$ cat src/rtl/sara_pkg.sv
// Shared definitions for the SARA_DAR adder family: recovery FSM encoding,
// segment-count helper and the speculative window carry used by adder and recovery.
package sara_pkg;

    typedef enum logic [1:0] {
        S_IDLE = 2'd0,
        S_FIX  = 2'd1,
        S_DONE = 2'd2
    } state_t;

    localparam int SPEC_MAXW = 32;

    function automatic int nseg(input int size, input int groupsize);
        return size / groupsize;
    endfunction

    // Carry out of the low 'win' bits of the operands with carry-in 0; bits above win ignored.
    function automatic logic spec_carry(input logic [SPEC_MAXW-1:0] a_win,
                                        input logic [SPEC_MAXW-1:0] b_win,
                                        input int                   win);
        logic c;
        c = 1'b0;
        for (int i = 0; i < SPEC_MAXW; i++) begin
            if (i < win) begin
                c = (a_win[i] & b_win[i]) | (c & (a_win[i] ^ b_win[i]));
            end
        end
        return c;
    endfunction

endpackage

$ cat src/rtl/sara_seg_fix.sv
// Combinational exact add of one segment, plus the speculative carry the
// approximate adder would have produced out of this segment's top window.
module sara_seg_fix
    import sara_pkg::*;
#(
    parameter int GROUPSIZE = 8,
    parameter int WINDOW    = 2
) (
    input  logic [GROUPSIZE-1:0] a_k,
    input  logic [GROUPSIZE-1:0] b_k,
    input  logic                 c_in,
    output logic [GROUPSIZE-1:0] sum_k,
    output logic                 c_out,
    output logic                 spec_out
);

    logic [GROUPSIZE:0]   full_sum;
    logic [SPEC_MAXW-1:0] a_win;
    logic [SPEC_MAXW-1:0] b_win;

    always_comb begin
        full_sum = {1'b0, a_k} + {1'b0, b_k} + {{GROUPSIZE{1'b0}}, c_in};
        a_win    = '0;
        b_win    = '0;
        a_win[WINDOW-1:0] = a_k[GROUPSIZE-1 -: WINDOW];
        b_win[WINDOW-1:0] = b_k[GROUPSIZE-1 -: WINDOW];
    end

    assign sum_k    = full_sum[GROUPSIZE-1:0];
    assign c_out    = full_sum[GROUPSIZE];
    assign spec_out = spec_carry(a_win, b_win, WINDOW);

endmodule

$ cat src/rtl/sara_dar_err_recovery.sv
// Recovery stage for the SARA_DAR approximate adder: walks segment carries one per
// cycle and rewrites mis-speculated segments. Define SARA_ERR_CNT_EN to add err_cnt.
module sara_dar_err_recovery
    import sara_pkg::*;
#(
    parameter int SIZE      = 16,
    parameter int GROUPSIZE = 8,
    parameter int WINDOW    = 2
) (
    input  logic            clk,
    input  logic            rst_n,
    input  logic            in_valid,
    output logic            in_ready,
    input  logic [SIZE-1:0] a,
    input  logic [SIZE-1:0] b,
    input  logic            cin,
    input  logic [SIZE-1:0] sum_appx,
    input  logic            cout_appx,
    input  logic            acc_mode,
    output logic            out_valid,
    input  logic            out_ready,
    output logic [SIZE-1:0] sum_out,
    output logic            cout_out,
    output logic            err_flag
`ifdef SARA_ERR_CNT_EN
    ,
    output logic [15:0]     err_cnt
`endif
);

    localparam int NSEG = nseg(SIZE, GROUPSIZE);
    localparam int KW   = (NSEG > 2) ? $clog2(NSEG) : 1;
    localparam logic [KW-1:0] K_LAST = KW'(NSEG - 1);

    state_t              state_reg;
    state_t              state_next;
    logic                ready_reg;
    logic [KW-1:0]       k_reg;
    logic [SIZE-1:0]     a_reg;
    logic [SIZE-1:0]     b_reg;
    logic [SIZE-1:0]     sum_reg;
    logic                cout_reg;
    logic                err_reg;
    logic                carry_reg;
    logic                spec_reg;

    logic [GROUPSIZE-1:0] a_seg   [NSEG];
    logic [GROUPSIZE-1:0] b_seg   [NSEG];
    logic [GROUPSIZE-1:0] sum_seg [NSEG];

    logic [GROUPSIZE-1:0] fix_a;
    logic [GROUPSIZE-1:0] fix_b;
    logic                 fix_cin;
    logic [GROUPSIZE-1:0] fix_sum;
    logic                 fix_cout;
    logic                 fix_spec;

    logic accept;
    logic seg_wrong;

    generate
        for (genvar gi = 0; gi < NSEG; gi++) begin : g_seg
            assign a_seg[gi]   = a_reg[gi*GROUPSIZE +: GROUPSIZE];
            assign b_seg[gi]   = b_reg[gi*GROUPSIZE +: GROUPSIZE];
            assign sum_seg[gi] = sum_reg[gi*GROUPSIZE +: GROUPSIZE];
        end
    endgenerate

    // In IDLE the adder looks at segment 0 of the live inputs so that c_1/spec_1
    // are ready at capture; in FIX it looks at captured segment k.
    always_comb begin
        if (state_reg == S_IDLE) begin
            fix_a   = a[GROUPSIZE-1:0];
            fix_b   = b[GROUPSIZE-1:0];
            fix_cin = cin;
        end else begin
            fix_a   = a_seg[k_reg];
            fix_b   = b_seg[k_reg];
            fix_cin = carry_reg;
        end
    end

    sara_seg_fix #(
        .GROUPSIZE (GROUPSIZE),
        .WINDOW    (WINDOW)
    ) u_seg_fix (
        .a_k      (fix_a),
        .b_k      (fix_b),
        .c_in     (fix_cin),
        .sum_k    (fix_sum),
        .c_out    (fix_cout),
        .spec_out (fix_spec)
    );

    assign accept    = (state_reg == S_IDLE) && in_valid && ready_reg;
    assign seg_wrong = (carry_reg != spec_reg);

    always_comb begin
        state_next = state_reg;
        case (state_reg)
            S_IDLE: begin
                if (accept) begin
                    state_next = acc_mode ? S_FIX : S_DONE;
                end
            end
            S_FIX: begin
                if (k_reg == K_LAST) begin
                    state_next = S_DONE;
                end
            end
            S_DONE: begin
                if (out_ready) begin
                    state_next = S_IDLE;
                end
            end
            default: state_next = S_IDLE;
        endcase
    end

    always_ff @(posedge clk or negedge rst_n) begin
        if (!rst_n) begin
            state_reg <= S_IDLE;
            ready_reg <= 1'b0;
        end else begin
            state_reg <= state_next;
            ready_reg <= (state_next == S_IDLE);
        end
    end

    always_ff @(posedge clk or negedge rst_n) begin
        if (!rst_n) begin
            k_reg     <= '0;
            a_reg     <= '0;
            b_reg     <= '0;
            sum_reg   <= '0;
            cout_reg  <= 1'b0;
            err_reg   <= 1'b0;
            carry_reg <= 1'b0;
            spec_reg  <= 1'b0;
        end else begin
            case (state_reg)
                S_IDLE: begin
                    if (accept) begin
                        a_reg     <= a;
                        b_reg     <= b;
                        sum_reg   <= sum_appx;
                        cout_reg  <= cout_appx;
                        err_reg   <= 1'b0;
                        k_reg     <= KW'(1);
                        carry_reg <= fix_cout;
                        spec_reg  <= fix_spec;
                    end
                end
                S_FIX: begin
                    if (seg_wrong) begin
                        sum_reg[int'(k_reg)*GROUPSIZE +: GROUPSIZE] <= fix_sum;
                        if (fix_sum != sum_seg[k_reg]) begin
                            err_reg <= 1'b1;
                        end
                    end
                    // Exact carry chain continues from the corrected segment.
                    carry_reg <= fix_cout;
                    spec_reg  <= fix_spec;
                    k_reg     <= k_reg + 1'b1;
                    if (k_reg == K_LAST) begin
                        cout_reg <= fix_cout;
                    end
                end
                default: begin
                end
            endcase
        end
    end

`ifdef SARA_ERR_CNT_EN
    always_ff @(posedge clk or negedge rst_n) begin
        if (!rst_n) begin
            err_cnt <= '0;
        end else if ((state_reg == S_DONE) && out_ready && err_reg && (err_cnt != 16'hFFFF)) begin
            err_cnt <= err_cnt + 16'd1;
        end
    end
`endif

    assign in_ready  = ready_reg;
    assign out_valid = (state_reg == S_DONE);
    assign sum_out   = sum_reg;
    assign cout_out  = cout_reg;
    assign err_flag  = err_reg;

endmodule

$ cat config.mk
export PLATFORM = sky130hd
export DESIGN_NAME = sara_dar_err_recovery
export DESIGN_NICKNAME = d
export VERILOG_FILES = /design/src/rtl/sara_pkg.sv /design/src/rtl/sara_seg_fix.sv /design/src/rtl/sara_dar_err_recovery.sv
export SDC_FILE = /design/constraint.sdc
export NUM_CORES = 1
export LEC_CHECK = 0
export ABC_AREA = 1
export CAP_MARGIN = 20
export CORE_MARGIN = 4
export CORE_UTILIZATION = 46
export DETAILED_ROUTE_END_ITERATION = 10
export GPL_ROUTABILITY_DRIVEN = 0
export PLACE_DENSITY = 0.77
export SLEW_MARGIN = 20
export SYNTH_ARGS = -nofsm -noshare
export SYNTH_HDL_FRONTEND = slang
export SYNTH_SLANG_ARGS = --single-unit
export TNS_END_PERCENT = 30
$ cat constraint.sdc
create_clock -name clk -period 2.5 [get_ports clk]
set_input_delay 0.25 -clock clk [delete_from_list [all_inputs] [get_ports clk]]
set_output_delay 0.25 -clock clk [all_outputs]
set_load 0.005 [all_outputs]
After elaboration in Yosys (flattened, before gate mapping)
Cells that the tools add are included.

Register bits: 56. Bits of input ports: 55. Logic and storage cells: 75.

Add/subtract/negate cells: 4. Magnitude comparators: 1. Eq/ne operators: 8. Shift-type cells: 2. Mux-type cells: 34. Bitwise operators: 6. Reduce and logical (&&, ||, !) cells: 10.

Operators by type and width (count): $mux W8 (11); $neg A4 Y33 (1); $shift A8 B33 Y16 const A (1); $shiftx A8 B33 Y16 (1); $mux W16 (2); $pmux W16 S2 (1); $bwmux W16 (1); $pmux W1 S2 (5); $add A8 B8 Y9 (1); $add A9 B1 Y9 (1); $mux W1 (9); $mux W2 (4); $ne A2 B2 Y1 const B (4); $ne A8 B8 Y1 (1); $pmux W2 S3 (1); $reduce_and A3 Y1 (2); $logic_not A2 Y1 (2); $reduce_and A2 Y1 (2); $reduce_and A4 Y1 (1); $and A1 B1 Y1 (3); $eq A2 B1 Y1 const B (1); $eq A2 B2 Y1 const B (1); $ge A2 B2 Y1 const B (1); $logic_and A1 B1 Y1 (2); other kinds (6) (6).

Depth between registers and ports, before layout
Depth after elaboration: 11. Depth in mapped cells: 20.

By module
From an unflattened synthesis, not the netlist that was laid out.

Cell total of the unflattened synthesis: 468. Area, all modules: 3319.4 µm².

By module, submodules not included: sara_dar_err_recovery (instances 1, cells each 408, area each 2931.6 µm²); sara_seg_fix (instances 1, cells each 60, area each 387.9 µm²).

Least setup slack after synthesis
Ideal clock, no wire load.

Path kind: register -> register. Start: reg state_reg[1]. End: reg err_reg, in the netlist err_flag. Library setup time: 116 ps. Arrival time: 2577 ps. Required time: 2384 ps. Setup slack: -193 ps. Stages on the path, launching flop included: 19. Buffers on the path: 1. Clock period less this slack: 2693 ps. Cell sequence: dfrtp_1 nor2_2 inv_1 clkbuf_1 nand3_1 o21ai_0 fa_1 inv_1 fa_1 nand3_1 nand2_1 nor2_1 nand2_1 nor2_1 nand2_1 nor2_1 nand2_1 nand2_1 nand2_1.

Word-level cells in the longest chain between the ends: 7. Elaborated cells on any way between the ends: 16. Classes of those cells: add/sub (2); eq/ne (5); mux (4); reduce/logical (5).

Ends and longest elaborated chain: start, declared (line sara_dar_err_recovery.sv:35) `state_t state_reg;`; start signal, assigned (line sara_dar_err_recovery.sv:125) `state_reg <= state_next;`; $logic_not A2 Y1 (line sara_dar_err_recovery.sv:72, sara_dar_err_recovery.sv:95, sara_dar_err_recovery.sv:141); $mux W8 (line sara_dar_err_recovery.sv:72) `if (state_reg == S_IDLE) begin`; $add A8 B8 Y9 (line sara_seg_fix.sv:22) `full_sum = {1'b0, a_k} + {1'b0, b_k} + {{GROUPSIZE{1'b0}}, c_in};`; $add A9 B1 Y9 (line sara_seg_fix.sv:22); $ne A8 B8 Y1 (line sara_dar_err_recovery.sv:157) `if (fix_sum != sum_seg[k_reg]) begin`; $ne A2 B2 Y1 (no source line); $reduce_and A4 Y1 (no source line); end signal, assigned (line sara_dar_err_recovery.sv:137) `err_reg <= 1'b0;`; end signal, assigned (line sara_dar_err_recovery.sv:148) `err_reg <= 1'b0;`; end signal, assigned (line sara_dar_err_recovery.sv:158) `err_reg <= 1'b1;`; end, declared (line sara_dar_err_recovery.sv:43) `logic err_reg;`.

Several ways; a longest one is shown, not always the timed one. A chain may end at the register's enable or synchronous reset.

Worst setup path after layout
Ends and elaborated chain as after synthesis.

==> metrics.yaml <==
synthesis:
  ys_types: 29
  syn_nets: 535
  netlist_area_sq_um: 3300
  synth_seq_cells: 56
  synth-seq-area-share_pct: 42.4
  syn_avg_cell_area_sq_um: 7.01
  netlist_instances: 471
  yosysWarnings: 0
timing:
  finalMaxSlewViolations: 0
  layout_min_cycle_time_ns: 2.57
  worst_pin_slew_ns: 0.819
  setup_ws_ns: -0.0729
  max_slew_margin_pct: 45.4
  rsz0062_at_grt: "true"
  whs_ns: 0.0323
  period_share_pct: 103
  hold_viol: 0
  setup_viol_count_final: 1
  fin_worst_skew_ns: 0.00715
  fmax_ghz: 0.389
outcome:
  failed_checks: "negative setup slack"
  status: "complete, but fails checks"
run:
  drv_cap: 0
critical_path:
  critical-path-top-delay-family: "simple AND/OR/NAND/NOR gates"
  crit_chain: "nor2_4 > inv_4 > nand3_2 > o21ai_4 > fa_2 > inv_2 > fa_2 > nand3_1 > nand2_1 > nor2_1 > nand2_1 > nor2_1 > nand2_1 > nor2_1 > nand2_1 > nand2_1 > nand2_1"
  cp_max_fo: 7
  crit_buf_inv: 2
  cp.arrival_ns: 2.78
  required_ns: 2.71
  cpMaxStageDelayCell: "fa_2"
  worstSetupEndpointType: "flip-flop"
  rrSetupSlack_ns: -0.07
  worstSetupStartpointType: "flip-flop"
  slowest_delay_ns: 0.46
  critical_path_class: "reg -> reg"
  cpMostUsedCell: "nand2_1"
final_layout:
  drive_gt1_share_pct: 10.1
  area_growth_pct: 32.8
  fin_area_sq_um: 4390
  mostFrequentLayoutCell: "nand2_1"
  instances_no_fill: 652
  diodes: 0
  utilization_pct: 63.8
  fin_nets: 619
  final_cell_mix: "nand2_1, clkdlybuf4s50_1, dfrtp_1, a21oi_1, nor2_1"
floorplan:
  core.rowCount: 30
  start_util_pct: 48.1
  num_io_pins: 75
  coreArea_sq_um: 6870
  die_height_um: 92.7
  dieWidth_um: 92.7
  die_area_sq_um: 8600
hold_path:
  hold_path_class: "in -> async"
cts:
  htreeDepth: 2
  cts_tree: "done"
  numCtsBuffers: 5
  clock_path_buffers: 2
  holdBufCountCts: 0
  clk_pin_slew_worst_paths_ns: 0.10
  clk_latency_ns: 0.30
  cts_root_buffer: "clkbuf_8"
  cts_sinks: 56
grt:
  grt_pass1_wl_mm: 15.5
  grt_max_degree: 37
  antenna_found_initial: 0
  overflow: 0
  grt.total_usage_pct: 22.2
  grt_pass1_vias: 3356
drt:
  wl_per_cell_um: 14.2
  firstDrtPassIters: 4
  drc_errors: 0
  via_count: 3342
  drtIter0Drc: 258
  via_per_inst: 5.13
  wirelength_mm: 9.23
  ant_nets: 0
placed_design:
  port_buffers: 74
  placed_cells_incl_taps: 643
  dpl-instance-area_sq_um: 4240
  hpwl_mm: 6.81
pwr:
  p_leak_uw: 0.00216
  power_density_nw_per_um2: 1610
  peakVddDrop_mv: 0.746
-- power by group --
part	internal, uW	switching, uW
clock	227	290
sequential	1340	288
combinational	2050	2880
-- synthesized netlist by cell type (all sizes together) --
master  number  area share (%)
nand3b       2            0.45
o21ai       17             2.6
inv         34             4.0
a21oi       51             7.7
buf          8             1.8
or2          1            0.19
o221ai       1            0.27
a31oi        2            0.38
nand3       24             3.8
ha           7             2.7
dfrtp       56              42
clkbuf       8            0.91
nand2      207              24
a21boi       1            0.23
a22oi        3            0.68
o22ai        1            0.19
xor2         2            0.53
nor2        43             5.4
xnor2        1            0.27
fa           2             1.2
-- cell families after synthesis --
kind of cell    Yosys count  synth area share (%)
fa+ha+maj                 9                  3.87
flops                    56                  42.4
compound gates           76                  12.0
simple gates            277                  34.1
xor+xnor                  3                 0.796
buf+inv                  50                  6.71
-- per-layer routing --
metal	track usage, %	share of wire (%)	vias up
li1	-	-	1666
met1	29.6	43	1563
met2	37.0	50	100
met3	4.06	5.9	13
met4	6.11	1.3	0
met5	0	0	-
-- area by class of cell --
| cell class | count | area (sq um) |
|---|---|---|
| fill | 635 | 2480 |
| tap | 96 | 120 |
| sequential | 56 | 1400 |
| multi-input combinational | 365 | 1740 |
| timing repair buffer | 93 | 898 |
| inverter | 34 | 135 |
| clock buffer | 8 | 90.1 |
-- worst register-to-register path: cells and delay by family (launching register included) --
kind	cells	cell delay (ns)
AOI/OAI and AO/OA	1	0.07
adders and majority gates	2	0.85
buffers and inverters	2	0.18
DFF	1	0.42
and+or+nand+nor	12	0.96
-- repair_timing --
item,CTS,global route
endpoints found under the setup margin,1,11
gates resized for setup,1,12
buffers inserted,0,1
endpoints found under the hold margin,0,0
pin swaps,0,5
-- worst paths after layout --
| check | cells after the start | end | startpoint |
|---|---|---|---|
| setup reg to reg | 17 | err_flag | state_reg[1] |
| setup / recovery | 17 | err_flag | state_reg[1] |
| hold / removal | 1 | a_reg[12] | rst_n |
| max in group asynchronous | 2 | a_reg[8] | rst_n |
| min in group clk | 3 | a_reg[9] | a[9] |
| hold reg to reg | 2 | a_reg[12] | a_reg[12] |
-- per-stage QoR --
step                      total power (uW)  worst slack, ns  setup TNS, ns
final                                 7080          -0.0729        -0.0729
after global routing                  7840           -0.262         -0.480
after detailed placement              6310          -0.0480        -0.0480
after global placement                6150          0.00335              0
after floorplan                       4720           0.0118              0
after CTS                             6870          0.00149              0
Power figures use the tool's default switching activity.
